$ cat src/rtl/lcd_dispatch_pkg.sv
// rtl/lcd_dispatch_pkg.sv - shared state encodings and default counts for the LCD refresh dispatcher
package lcd_dispatch_pkg;

    localparam logic [1:0] IDLE    = 2'd0;
    localparam logic [1:0] REQUEST = 2'd1;
    localparam logic [1:0] HOLDOFF = 2'd2;

    localparam int DEF_HOLDOFF_COUNT = 25_000_000;
    localparam int DEF_TIMEOUT_COUNT = 50_000_000;

endpackage

$ cat src/rtl/dispatch_timer.sv
// rtl/dispatch_timer.sv - cycle counter with clear/enable that pulses tc on its terminal count
module dispatch_timer #(
    parameter int COUNT = 4
) (
    input  logic clk,
    input  logic reset,
    input  logic clear,
    input  logic enable,
    output logic tc
);

    localparam int W = $clog2(COUNT > 2 ? COUNT : 2);
    localparam logic [W-1:0] TC_VAL = W'(COUNT > 0 ? COUNT - 1 : 0);

    logic [W-1:0] cnt_q;
    logic [W-1:0] cnt_d;

    assign tc = enable && (cnt_q == TC_VAL);

    // Returning to zero on tc keeps the count from ever running past its terminal value.
    always_comb begin
        cnt_d = cnt_q;
        if (clear || tc) begin
            cnt_d = '0;
        end else if (enable) begin
            cnt_d = cnt_q + 1'b1;
        end
    end

    always_ff @(posedge clk or posedge reset) begin
        if (reset) begin
            cnt_q <= '0;
        end else begin
            cnt_q <= cnt_d;
        end
    end

endmodule

$ cat src/rtl/lcd_refresh_dispatcher.sv
// rtl/lcd_refresh_dispatcher.sv - change-to-LCD refresh handshake with holdoff and coalescing; LCD_DISPATCH_STATS_EN adds coalesced_cnt
module lcd_refresh_dispatcher
    import lcd_dispatch_pkg::*;
#(
    parameter int VALUE_W       = 3,
    parameter int HOLDOFF_COUNT = DEF_HOLDOFF_COUNT,
    parameter int TIMEOUT_COUNT = DEF_TIMEOUT_COUNT
) (
    input  logic               clk,
    input  logic               reset,
    input  logic               change,
    input  logic [VALUE_W-1:0] value,
    input  logic               refresh_done,
    input  logic               err_clr,
    output logic               refresh_req,
    output logic [VALUE_W-1:0] refresh_code,
    output logic               busy,
    output logic               timeout_err
`ifdef LCD_DISPATCH_STATS_EN
    ,
    output logic [7:0]         coalesced_cnt
`endif
);

    logic [1:0]         state_q, state_d;
    logic               change_q, change_d;
    logic               pending_q, pending_d;
    logic [VALUE_W-1:0] pend_value_q, pend_value_d;
    logic [VALUE_W-1:0] code_q, code_d;
    logic               err_q, err_d;

    logic rise;
    logic hold_tc;
    logic tmo_tc;
    logic post_handshake;
    logic decide;

    assign rise = change && !change_q;

    dispatch_timer #(.COUNT(HOLDOFF_COUNT)) u_holdoff_timer (
        .clk    (clk),
        .reset  (reset),
        .clear  (state_q != HOLDOFF),
        .enable (state_q == HOLDOFF),
        .tc     (hold_tc)
    );

    dispatch_timer #(.COUNT(TIMEOUT_COUNT)) u_timeout_timer (
        .clk    (clk),
        .reset  (reset),
        .clear  ((state_q != REQUEST) || refresh_done),
        .enable (state_q == REQUEST),
        .tc     (tmo_tc)
    );

    always_comb begin
        state_d        = state_q;
        change_d       = change;
        pending_d      = pending_q;
        pend_value_d   = pend_value_q;
        code_d         = code_q;
        err_d          = err_q && !err_clr;
        post_handshake = 1'b0;
        decide         = 1'b0;

        case (state_q)
            IDLE: begin
                if (rise) begin
                    code_d  = value;
                    state_d = REQUEST;
                end
            end
            REQUEST: begin
                if (rise) begin
                    pending_d    = 1'b1;
                    pend_value_d = value;
                end
                if (refresh_done) begin
                    post_handshake = 1'b1;
                end else if (tmo_tc) begin
                    err_d          = 1'b1;
                    post_handshake = 1'b1;
                end
            end
            HOLDOFF: begin
                if (hold_tc) begin
                    decide = 1'b1;
                end else if (rise) begin
                    pending_d    = 1'b1;
                    pend_value_d = value;
                end
            end
            default: state_d = IDLE;
        endcase

        if (post_handshake) begin
            if (HOLDOFF_COUNT == 0) begin
                decide = 1'b1;
            end else begin
                state_d = HOLDOFF;
            end
        end

        // A rise coinciding with the decision point is fresher than anything pending.
        if (decide) begin
            if (rise) begin
                code_d    = value;
                pending_d = 1'b0;
                state_d   = REQUEST;
            end else if (pending_q) begin
                code_d    = pend_value_q;
                pending_d = 1'b0;
                state_d   = REQUEST;
            end else begin
                state_d = IDLE;
            end
        end
    end

    always_ff @(posedge clk or posedge reset) begin
        if (reset) begin
            state_q      <= IDLE;
            change_q     <= 1'b0;
            pending_q    <= 1'b0;
            pend_value_q <= '0;
            code_q       <= '0;
            err_q        <= 1'b0;
        end else begin
            state_q      <= state_d;
            change_q     <= change_d;
            pending_q    <= pending_d;
            pend_value_q <= pend_value_d;
            code_q       <= code_d;
            err_q        <= err_d;
        end
    end

    assign refresh_req  = (state_q == REQUEST);
    assign busy         = (state_q != IDLE);
    assign refresh_code = code_q;
    assign timeout_err  = err_q;

`ifdef LCD_DISPATCH_STATS_EN
    logic [7:0] coal_q, coal_d;
    logic       coal_hit;

    assign coal_hit = rise && pending_q &&
                      ((state_q == REQUEST) || ((state_q == HOLDOFF) && !hold_tc));

    always_comb begin
        coal_d = coal_q;
        if (err_clr) begin
            coal_d = 8'd0;
        end else if (coal_hit && (coal_q != 8'hFF)) begin
            coal_d = coal_q + 8'd1;
        end
    end

    always_ff @(posedge clk or posedge reset) begin
        if (reset) begin
            coal_q <= 8'd0;
        end else begin
            coal_q <= coal_d;
        end
    end

    assign coalesced_cnt = coal_q;
`endif

endmodule

$ cat config.mk
export PLATFORM = sky130hd
export DESIGN_NAME = lcd_refresh_dispatcher
export DESIGN_NICKNAME = d
export VERILOG_FILES = /design/src/rtl/lcd_dispatch_pkg.sv /design/src/rtl/dispatch_timer.sv /design/src/rtl/lcd_refresh_dispatcher.sv
export SDC_FILE = /design/constraint.sdc
export NUM_CORES = 1
export LEC_CHECK = 0
export ABC_AREA = 1
export CORE_MARGIN = 2
export CORE_UTILIZATION = 30
export CTS_CLUSTER_DIAMETER = 150
export DETAILED_ROUTE_END_ITERATION = 6
export GPL_TIMING_DRIVEN = 0
export HOLD_SLACK_MARGIN = 0.05
export PLACE_DENSITY_LB_ADDON = 0.25
export SLEW_MARGIN = 40
export SYNTH_ARGS = -nofsm -noshare
export SYNTH_HDL_FRONTEND = slang
export SYNTH_HIERARCHICAL = 1
export SYNTH_SLANG_ARGS = --single-unit
$ cat constraint.sdc
create_clock -name clk -period 4.5 [get_ports clk]
set_clock_uncertainty 0.2 [all_clocks]
set_input_delay 0.675 -clock clk [delete_from_list [all_inputs] [get_ports clk]]
set_output_delay 0.675 -clock clk [all_outputs]
set_load 0.005 [all_outputs]
# After elaboration in Yosys (flattened, before gate mapping)
# Index checks and enable logic that the tools add are counted.
[totals]
reg_bits = 62
latch_bits = 0
ram_bits = 0
mem_bits_ro = 0
input_bits = 8
out_inout_bits = 6
word_cells = 68
mem_count = 0
[op_classes]
add_sub_neg = 2
multipliers = 0
n_div = 0
magnitude_cmp = 0
eq_ne = 9
shift = 0
mux = 32
bitwise = 0
reduce_logical = 17
[ops]
columns = ["operator", "n"]
rows = [
  ["two-way mux 26 bit", 2],
  ["two-way mux 25 bit", 2],
  ["adder 26 x 1 -> 26 bit, second input constant", 1],
  ["equality test 26 bit, second input constant", 1],
  ["adder 25 x 1 -> 25 bit, second input constant", 1],
  ["equality test 25 bit, second input constant", 1],
  ["two-way mux 3 bit", 7],
  ["two-way mux 1 bit", 15],
  ["nonzero test 2 bit", 4],
  ["two-way mux 2 bit", 3],
  ["case mux 3 bit (2 select lines)", 1],
  ["logical AND 1 bit", 4],
  ["inequality test 2 bit, second input constant", 2],
  ["inequality test 4 bit, second input constant", 1],
  ["case mux 2 bit (2 select lines)", 1],
  ["AND reduction 2 bit", 2],
  ["logical OR 1 bit", 3],
  ["inequality test 3 x 1 -> 1 bit, second input constant", 1],
  ["equality test 2 x 1 -> 1 bit, second input constant", 1],
  ["equality test 2 bit, second input constant", 1],
  ["zero test 1 bit", 2],
  ["zero test 2 bit", 1],
  ["inequality test 2 x 1 -> 1 bit, second input constant", 1],
  ["case mux 1 bit (2 select lines)", 1],
  ["OR reduction 2 bit", 1],
]

# Longest topological paths before layout
# Gate-level depths: netlist of run 1.
[logic_depth]
ltp_word = 8
depth_mapped = 13
depth_no_buf = 12

# By module
# Netlist of run 1, hierarchy kept.
[by_module_without_submodules]
columns = ["mod", "instances", "cells_each", "area_per_inst_um2", "seq_area_each_um2"]
rows = [
  ["dispatch_timer (u_timeout_timer)", 1, 257, 1727.9, 650.6],
  ["dispatch_timer (u_holdoff_timer)", 1, 240, 1635.3, 625.6],
  ["lcd_refresh_dispatcher", 1, 93, 737.0, 275.3],
]

# Worst setup path after synthesis of run 1
# No wires, ideal clock.
[synth_path]
path_type = "register -> register"
start = "reg state_q[0]"
end = "reg state_q[1]"
setup_time_ns = 0.131
t_arrival_ns = 1.839
required_time_ns = 4.169
slack_ns = 2.329
stages_incl_launch_ff = 13
path_buffers = 1
period_less_slack_ns = 2.171
cell_sequence = "dfrtp_1 inv_1 ha_1 buf_4 nand2_1 nor2_1 nand3_2 nor2_1 nand2_2 nand2_2 o21ai_1 nand2_2 o22ai_2"
[synth_between]
elab_cells_between_ends = 17
cone_classes = "eq/ne (4); mux (8); reduce/logical (5)"
[synth_rtl]
columns = ["element", "line_no", "text"]
rows = [
  ["start, declared", "lcd_refresh_dispatcher.sv:25", "logic [1:0] state_q, state_d;"],
  ["start signal, assigned", "lcd_refresh_dispatcher.sv:129", "state_q <= state_d;"],
  ["equality test 2 bit *", "lcd_refresh_dispatcher.sv:44", ".enable (state_q == HOLDOFF),"],
  ["logical AND 1 bit *", "dispatch_timer.sv:18", "assign tc = enable && (cnt_q == TC_VAL);"],
  ["named net hold_tc", "lcd_refresh_dispatcher.sv:33", "logic hold_tc;"],
  ["two-way mux 1 bit *", "lcd_refresh_dispatcher.sv:86", "if (hold_tc) begin"],
  ["two-way mux 1 bit *", "lcd_refresh_dispatcher.sv:66", "case (state_q)"],
  ["inequality test 4 bit (no line) / inequality test 3 x 1 -> 1 bit (equally long branches)", "-", ""],
  ["AND reduction 2 bit (no line)", "-", ""],
]
# The timed path passes the listed nets; every way through them passes the cells marked *.
# A chain may end at the register's enable or synchronous reset.

# Worst setup path after layout of run 1
[layout_path]
start = "reg state_q[1]"
end = "out refresh_req"
[layout_between]
elab_chain_cells = 1
[layout_lines]
columns = ["element", "line_no", "text"]
rows = [
  ["equality test 2 x 1 -> 1 bit", "lcd_refresh_dispatcher.sv:138", "assign refresh_req = (state_q == REQUEST);"],
  ["end, declared", "lcd_refresh_dispatcher.sv:15", "output logic refresh_req,"],
]
# No other way between the ends.

==> results of run 1 <==
[worst max-delay path: stages (launching register included)]
cell	delay, ns
dfrtp_1	0.38
inv_1	0.14
ha_1	0.43
clkdlybuf4s50_1	0.59
[layout make-up]
cell class	instances	area [um^2]
Clock inverter	4	22.5
Tap cell	176	220
Buffer	8	57.6
Clock buffer	12	246
Inverter	83	317
Sequential cell	62	1550
Multi-Input combinational cell	437	2170
Timing Repair Buffer	13	130
Fill cell	1394	8580
[final timing paths]
path | startpoint | endpoint | slack, ns | cells past startpoint
setup / recovery | state_q[1] | refresh_req | 1.76 | 3
hold / removal | pend_value_q[0] | pend_value_q[0] | 0.32 | 2
setup reg to reg | state_q[0] | state_q[1] | 1.90 | 12
hold reg to reg | pend_value_q[0] | pend_value_q[0] | 0.32 | 2
max in group asynchronous | reset | u_timeout_timer/cnt_q[10] | 3.05 | 2
min in group asynchronous | reset | pend_value_q[2] | 0.59 | 2
[cells in the mapped netlist (2+ instances only)]
cell,number,area (um^2)
clkbuf_1,2,7.51
and2_1,2,12.5
nand3_1,39,195
buf_4,3,22.5
xor2_1,12,105
o21ai_0,5,25.0
nor3_1,3,15.0
o21ai_2,2,17.5
nand2_1,167,627
nand3_2,5,50.1
ha_1,6,75.1
nor2_4,6,67.6
nand4_1,21,131
nor4_1,2,12.5
nor2_8,2,40.0
xnor2_1,8,70.1
inv_1,77,289
o21ai_1,4,20.0
nor2_2,13,81.3
buf_6,2,22.5
dfrtp_1,62,1550
inv_2,5,18.8
a21oi_1,8,40.0
nor2_1,115,432
nand2_2,9,56.3
[routing by layer]
metal / routed length [um] / part of all wire [%] / GRT usage [%]
met4: 116 / 1.2 / 4.43
met1: 4620 / 48 / 18.5
met5: 0 / 0 / 0
met3: 325 / 3.4 / 3.95
met2: 4470 / 47 / 23.1
[flip-flops by register name (all words and copies together) (netlist names)]
register               flops
refresh_code               3
pending_q                  1
change_q                   1
u_timeout_timer/cnt_q     26
state_q                    2
timeout_err                1
u_holdoff_timer/cnt_q     25
pend_value_q               3
[report_power, final]
group	internal (mW)	switching, mW	total, mW
logic	0.186	0.321	0.507
registers	0.601	0.0249	0.626
clock network	0.384	0.245	0.629
[cell families (layout without fill, tap and decap cells)]
logic type,count (synthesis),in the layout,synth area share (%)
simple gates,386,386,42.6
flops,62,62,37.8
fa+ha+maj,6,6,1.83
buf+inv,91,120,9.12
xor+xnor,20,20,4.27
compound gates,25,25,4.30
==> metrics.md, run 1 <==
| Metric | Value |
|---|---|
| Outcome | completed |
| GP Congestion | 0.838 |
| Clk_lat worst skew | 0.34 ns |
| CP max FO | 11 |
| CTS HTree Levels | 3 |
| Ys flop type | dfrtp_1 |
| Global-route wire length before repair | 16,400 um |
| Most frequent cells in the layout | nand2_1, nor2_1, inv_1, dfrtp_1, nand3_1 |
| Netlist Area Pre-Place | 4100 um^2 |
| Clk sinks | 62 |
| Final Hold Vio Count | 0 |
| Final min period | 2.74 ns |
| Root Driver | clkbuf_16 |
| Largest net degree at the start of global routing | 27 |
| Hold_ws | 0.318 ns |
| Die area | approximately 15,000 um^2 |
| Die W | ~120 um |
| Ant. Diodes | 0 |
| Critical setup path kind | flop to primary output |
| Die H | 121 um |
| Initial antenna violation count | 0 |
| Rows | 42 |
| Setup TNS | 0 ns |
| Hold Path Class | flop to flop |
| DRC | 0 |
| DPL Wire Length | between 7000 and 8000 um |
| Total core area | approximately 13,000 um^2 |
| First drt pass iteration count | 6 |
| Total setup buffers inserted after CTS | 0 |
| Commonest non-fill, non-tap cell in the layout | nand2_1 |
| Max_slew headroom | 60.3% |
| Synth warnings | 6 |
| Cell area after layout | roughly 4700 um^2 |
| Drt initial violations | 198 |
| Worst-Margin Slew | 0.595 ns |
| Worst Setup End Kind | primary output |
| Worst Path Arrival | 1.86 ns |
| Input/output buffers | 13 |
| Initial Utilization | 30.8% |
| Dpl cell area | 4450 um^2 |
| Synth Register Bits | 62 |
| RSZ-0062 raised after global routing | no |
| EDFF count, synth | 0 |
| DR vias/cell | 4.49 |
| Syn nets | just over 600 |
| Pwr dens | 374 nW/um^2 |
| Tot Pwr | 1.76 mW |
| CTS Buf Count | 9 |
| IO Pins | 14 |
| Mapped Avg Cell Area | just under 7 um^2 |
| Max IR drop VDD | around 220 uV |
| Total congestion overflow | 0 |
| Leakage Power | 1.99 nW |
| Vias post-DR | 3,571 |
| Slew Viols, Final | 0 |
| Clock transition at path regs | 0.05 ns |
| Post-CTS Resized | 0 |
| Final period utilization | about three fifths |
| Post-synthesis sequential area ratio | 37.8% |
| Post-CTS Hold Fix Bufs | 0 |
| Maximum clock frequency | approximately 0.37 GHz |
| GRT Total Usage | 14.3% |
| Worst path required time | approximately 3.6 ns |
| Gate Count Post-Synth | a little under 600 |
| Number of setup violations in the final report | 0 |
| Nets | about 630 |
| Post-Route WL | 9530 um |
| Final core utilization | a little over a third |
| CTS tree | done |
| CP Launch Type | flop |
| Area growth from synthesis to layout | 15.1% |
| Share of cells above drive strength 1 | between 10% and 20% |
| Vias in the first global route | 3,391 |
| Fin cells | 795 |
| Synth unique cells | 35 |
| Final Worst Setup Slack | 1.76 ns |
| Cell total after placement | 779 |
| DP Worst Slack | about 1.9 ns |
| Drt wl/cell | between 10 and 15 um |
| Asr flop ratio synth | 100% |
| CTS Buffer Depth | 2 |
| Max Cap Viol | 0 |
| Post-DRT Antenna Nets | 0 |
Power figures use the tool's default switching activity.
==> run 2: changes to the inputs <==
Clock period 4.5 ns to 2.45 ns, I/O delays scaled along.
==> run 2 against run 1 <==
- cell count did not move
- routed wire length rose by 0.25%
- hold slack got worse by 0.037 ns
- critical path depth did not move
- non-clock buffer count did not move
- clock-buffer cell count did not move
- via count barely moved
- register-to-register slack got worse by 1.7 ns
- core utilization rose by 0.17 points
- global-route usage did not move
==> metrics.md, run 2 (synthesized netlist as in run 1, its figures left out) <==
| Metric | Value |
|---|---|
| Total core area | 13,300 um^2 (unchanged) |
| Reg power frac | 35.4% (was 35.5%) |
| CTS tree | done (unchanged) |
| Int Power | 2.16 mW (was 1.17 mW) |
| Share of cells above drive strength 1 | 12.3% (was 11.6%) |
| Final period utilization | 95.5% |
| Clk sinks | 62 (unchanged) |
| Vias post-DR | 3,570 (was 3,571) |
| Largest Register | u_timeout_timer/cnt_q (unchanged) |
| Number of setup violations in the final report | 0 (unchanged) |
| Final min period | 2.34 ns |
| Commonest non-fill, non-tap cell in the layout | nand2_1 (unchanged) |
| Critical setup path kind | flop to primary output (unchanged) |
| IO Pins | 14 (unchanged) |
| Outcome | completed (unchanged) |
| Vias in the first global route | 3,390 (was 3,391) |
| Top Usage Layer GRT | met2 (unchanged) |
| Initial Utilization | 30.8% (unchanged) |
| Area growth from synthesis to layout | 15.7% (was 15.1%) |
| Fin cells | 795 (unchanged) |
| Die H | 121 um (unchanged) |
| Drt wl/cell | 12.0 um (about the same) |
| Nets | 628 (unchanged) |
| Cell total after placement | 779 (unchanged) |
| Max_slew headroom | 60.5% (was 60.3%) |
| Final Hold Vio Count | 0 (unchanged) |
| Die W | 121 um (unchanged) |
| Hold Path Class | primary input to asynchronous set/reset pin (was flop to flop) |
| Slew Viols, Final | 0 (unchanged) |
| Drt initial violations | 210 (was 198) |
| Max Cap Viol | 0 (unchanged) |
| Logic pwr share | 29.1% (was 28.8%) |
| Worst-Margin Slew | 0.591 ns (was 0.595 ns) |
| Sw Pwr | 1.09 mW (was 591 uW) |
| Largest net degree at the start of global routing | 27 (unchanged) |
| Setup TNS | 0 ns (unchanged) |
| Max FFs per register | 26 (unchanged) |
| First drt pass iteration count | 6 (unchanged) |
| Routing usage on met2 | 23.1% (unchanged) |
| Global-route wire length before repair | 16,400 um (unchanged) |
| RSZ-0062 raised after global routing | no (unchanged) |
| Ant. Diodes | 0 (unchanged) |
| GP Congestion | 0.838 (unchanged) |
| Clk_lat worst skew | 0.33 ns (was 0.34 ns) |
| Switching Share | 33.6% (was 33.5%) |
| Clk pwr share | 35.5% (was 35.7%) |
| GRT Total Usage | 14.3% (unchanged) |
| Worst path required time | 1.88 ns (was 3.62 ns) |
| M1 GR Usage | 18.5% (unchanged) |
| Root Driver | clkbuf_16 (unchanged) |
| Rows | 42 (unchanged) |
| Total congestion overflow | 0 (unchanged) |
| CTS Buf Count | 9 (unchanged) |
| Total setup buffers inserted after CTS | 0 (unchanged) |
| Maximum clock frequency | 0.428 GHz |
| CTS HTree Levels | 3 (unchanged) |
| Clock transition at path regs | 0.05 ns (about the same) |
| Die area | 14,600 um^2 (unchanged) |
| DRC | 0 (unchanged) |
| Tot Pwr | 3.26 mW (was 1.76 mW) |
| Post-Route WL | 9560 um (was 9530 um) |
| Worst Path Arrival | 1.77 ns (was 1.86 ns) |
| CTS Buffer Depth | 2 (unchanged) |
| Biggest regs | u_timeout_timer/cnt_q x26, u_holdoff_timer/cnt_q x25 (unchanged) |
| DR vias/cell | 4.49 (about the same) |
| Worst Setup End Kind | primary output (unchanged) |
| Leakage Power | 1.99 nW (about the same) |
| Pwr dens | 687 nW/um^2 (was 374 nW/um^2) |
| Global Route met3 Usage | 3.95% (unchanged) |
| DPL Wire Length | 7210 um (unchanged) |
| CP max FO | 11 (unchanged) |
| Final core utilization | 35.7% (was 35.5%) |
| CP Launch Type | flop (unchanged) |
| Input/output buffers | 13 (unchanged) |
| Most frequent cells in the layout | nand2_1, nor2_1, inv_1, dfrtp_1, nand3_1 (unchanged) |
| Post-DRT Antenna Nets | 0 (unchanged) |
| Max IR drop VDD | 432 uV (was 224 uV) |
| Initial antenna violation count | 0 (unchanged) |
==> run 2: power by group through the flow <==
stage	clock network, mW	logic, mW	registers (mW)
floorplan	0	0.653	1.16
global placement	0	0.928	1.17
detailed placement	0	0.940	1.17
CTS	1.20	0.949	1.15
global route	1.24	1.05	1.17
finish	1.16	0.947	1.15
==> run 2: path summary, 6_finish.rpt <==
check	start	end	slack [ns]	cells past startpoint
worst max-delay path	state_q[1]	refresh_req	0.11	3
worst min-delay path	reset	pend_value_q[1]	0.28	2
worst max register to register	state_q[0]	state_q[1]	0.16	12
worst min register to register	pend_value_q[0]	pend_value_q[0]	0.32	2
max in group asynchronous	reset	u_timeout_timer/cnt_q[10]	1.32	2
min in group clk	pend_value_q[0]	pend_value_q[0]	0.32	2
==> run 2: layout make-up <==
class	instances	area (um^2)
tap	176	220
buffer	8	57.6
sequential	62	1550
fill	1391	8550
clock buffer	12	246
inverter	83	317
timing repair buffer	13	130
clock inverter	4	22.5
multi-input combinational	437	2200
==> run 2: per-stage QoR <==
step	hold WS (ns)	worst slack (ns)	area, um^2
floorplan	0.0199	0.279	4100
global placement	0.301	-0.0666	4450
detailed placement	0.307	-0.120	4450
CTS	0.303	0.00307	4730
global route	0.339	0.000855	4740
finish	0.281	0.111	4740
==> run 2: worst max-delay path, stage by stage (launching register included) <==
cell	delay [ns]
dfrtp_1	0.40
inv_1	0.15
ha_2	0.34
clkdlybuf4s50_1	0.55
==> run 2: metal layers <==
metal	wire, um	up-vias
li1	-	1875
met1	4560	1642
met2	4510	44
met3	374	9
met4	116	0
met5	0	-
==> run 2: timing repair <==
item	CTS	global route
gates resized for setup	3	3
setup endpoints to repair	6	8
hold buffers	0	0
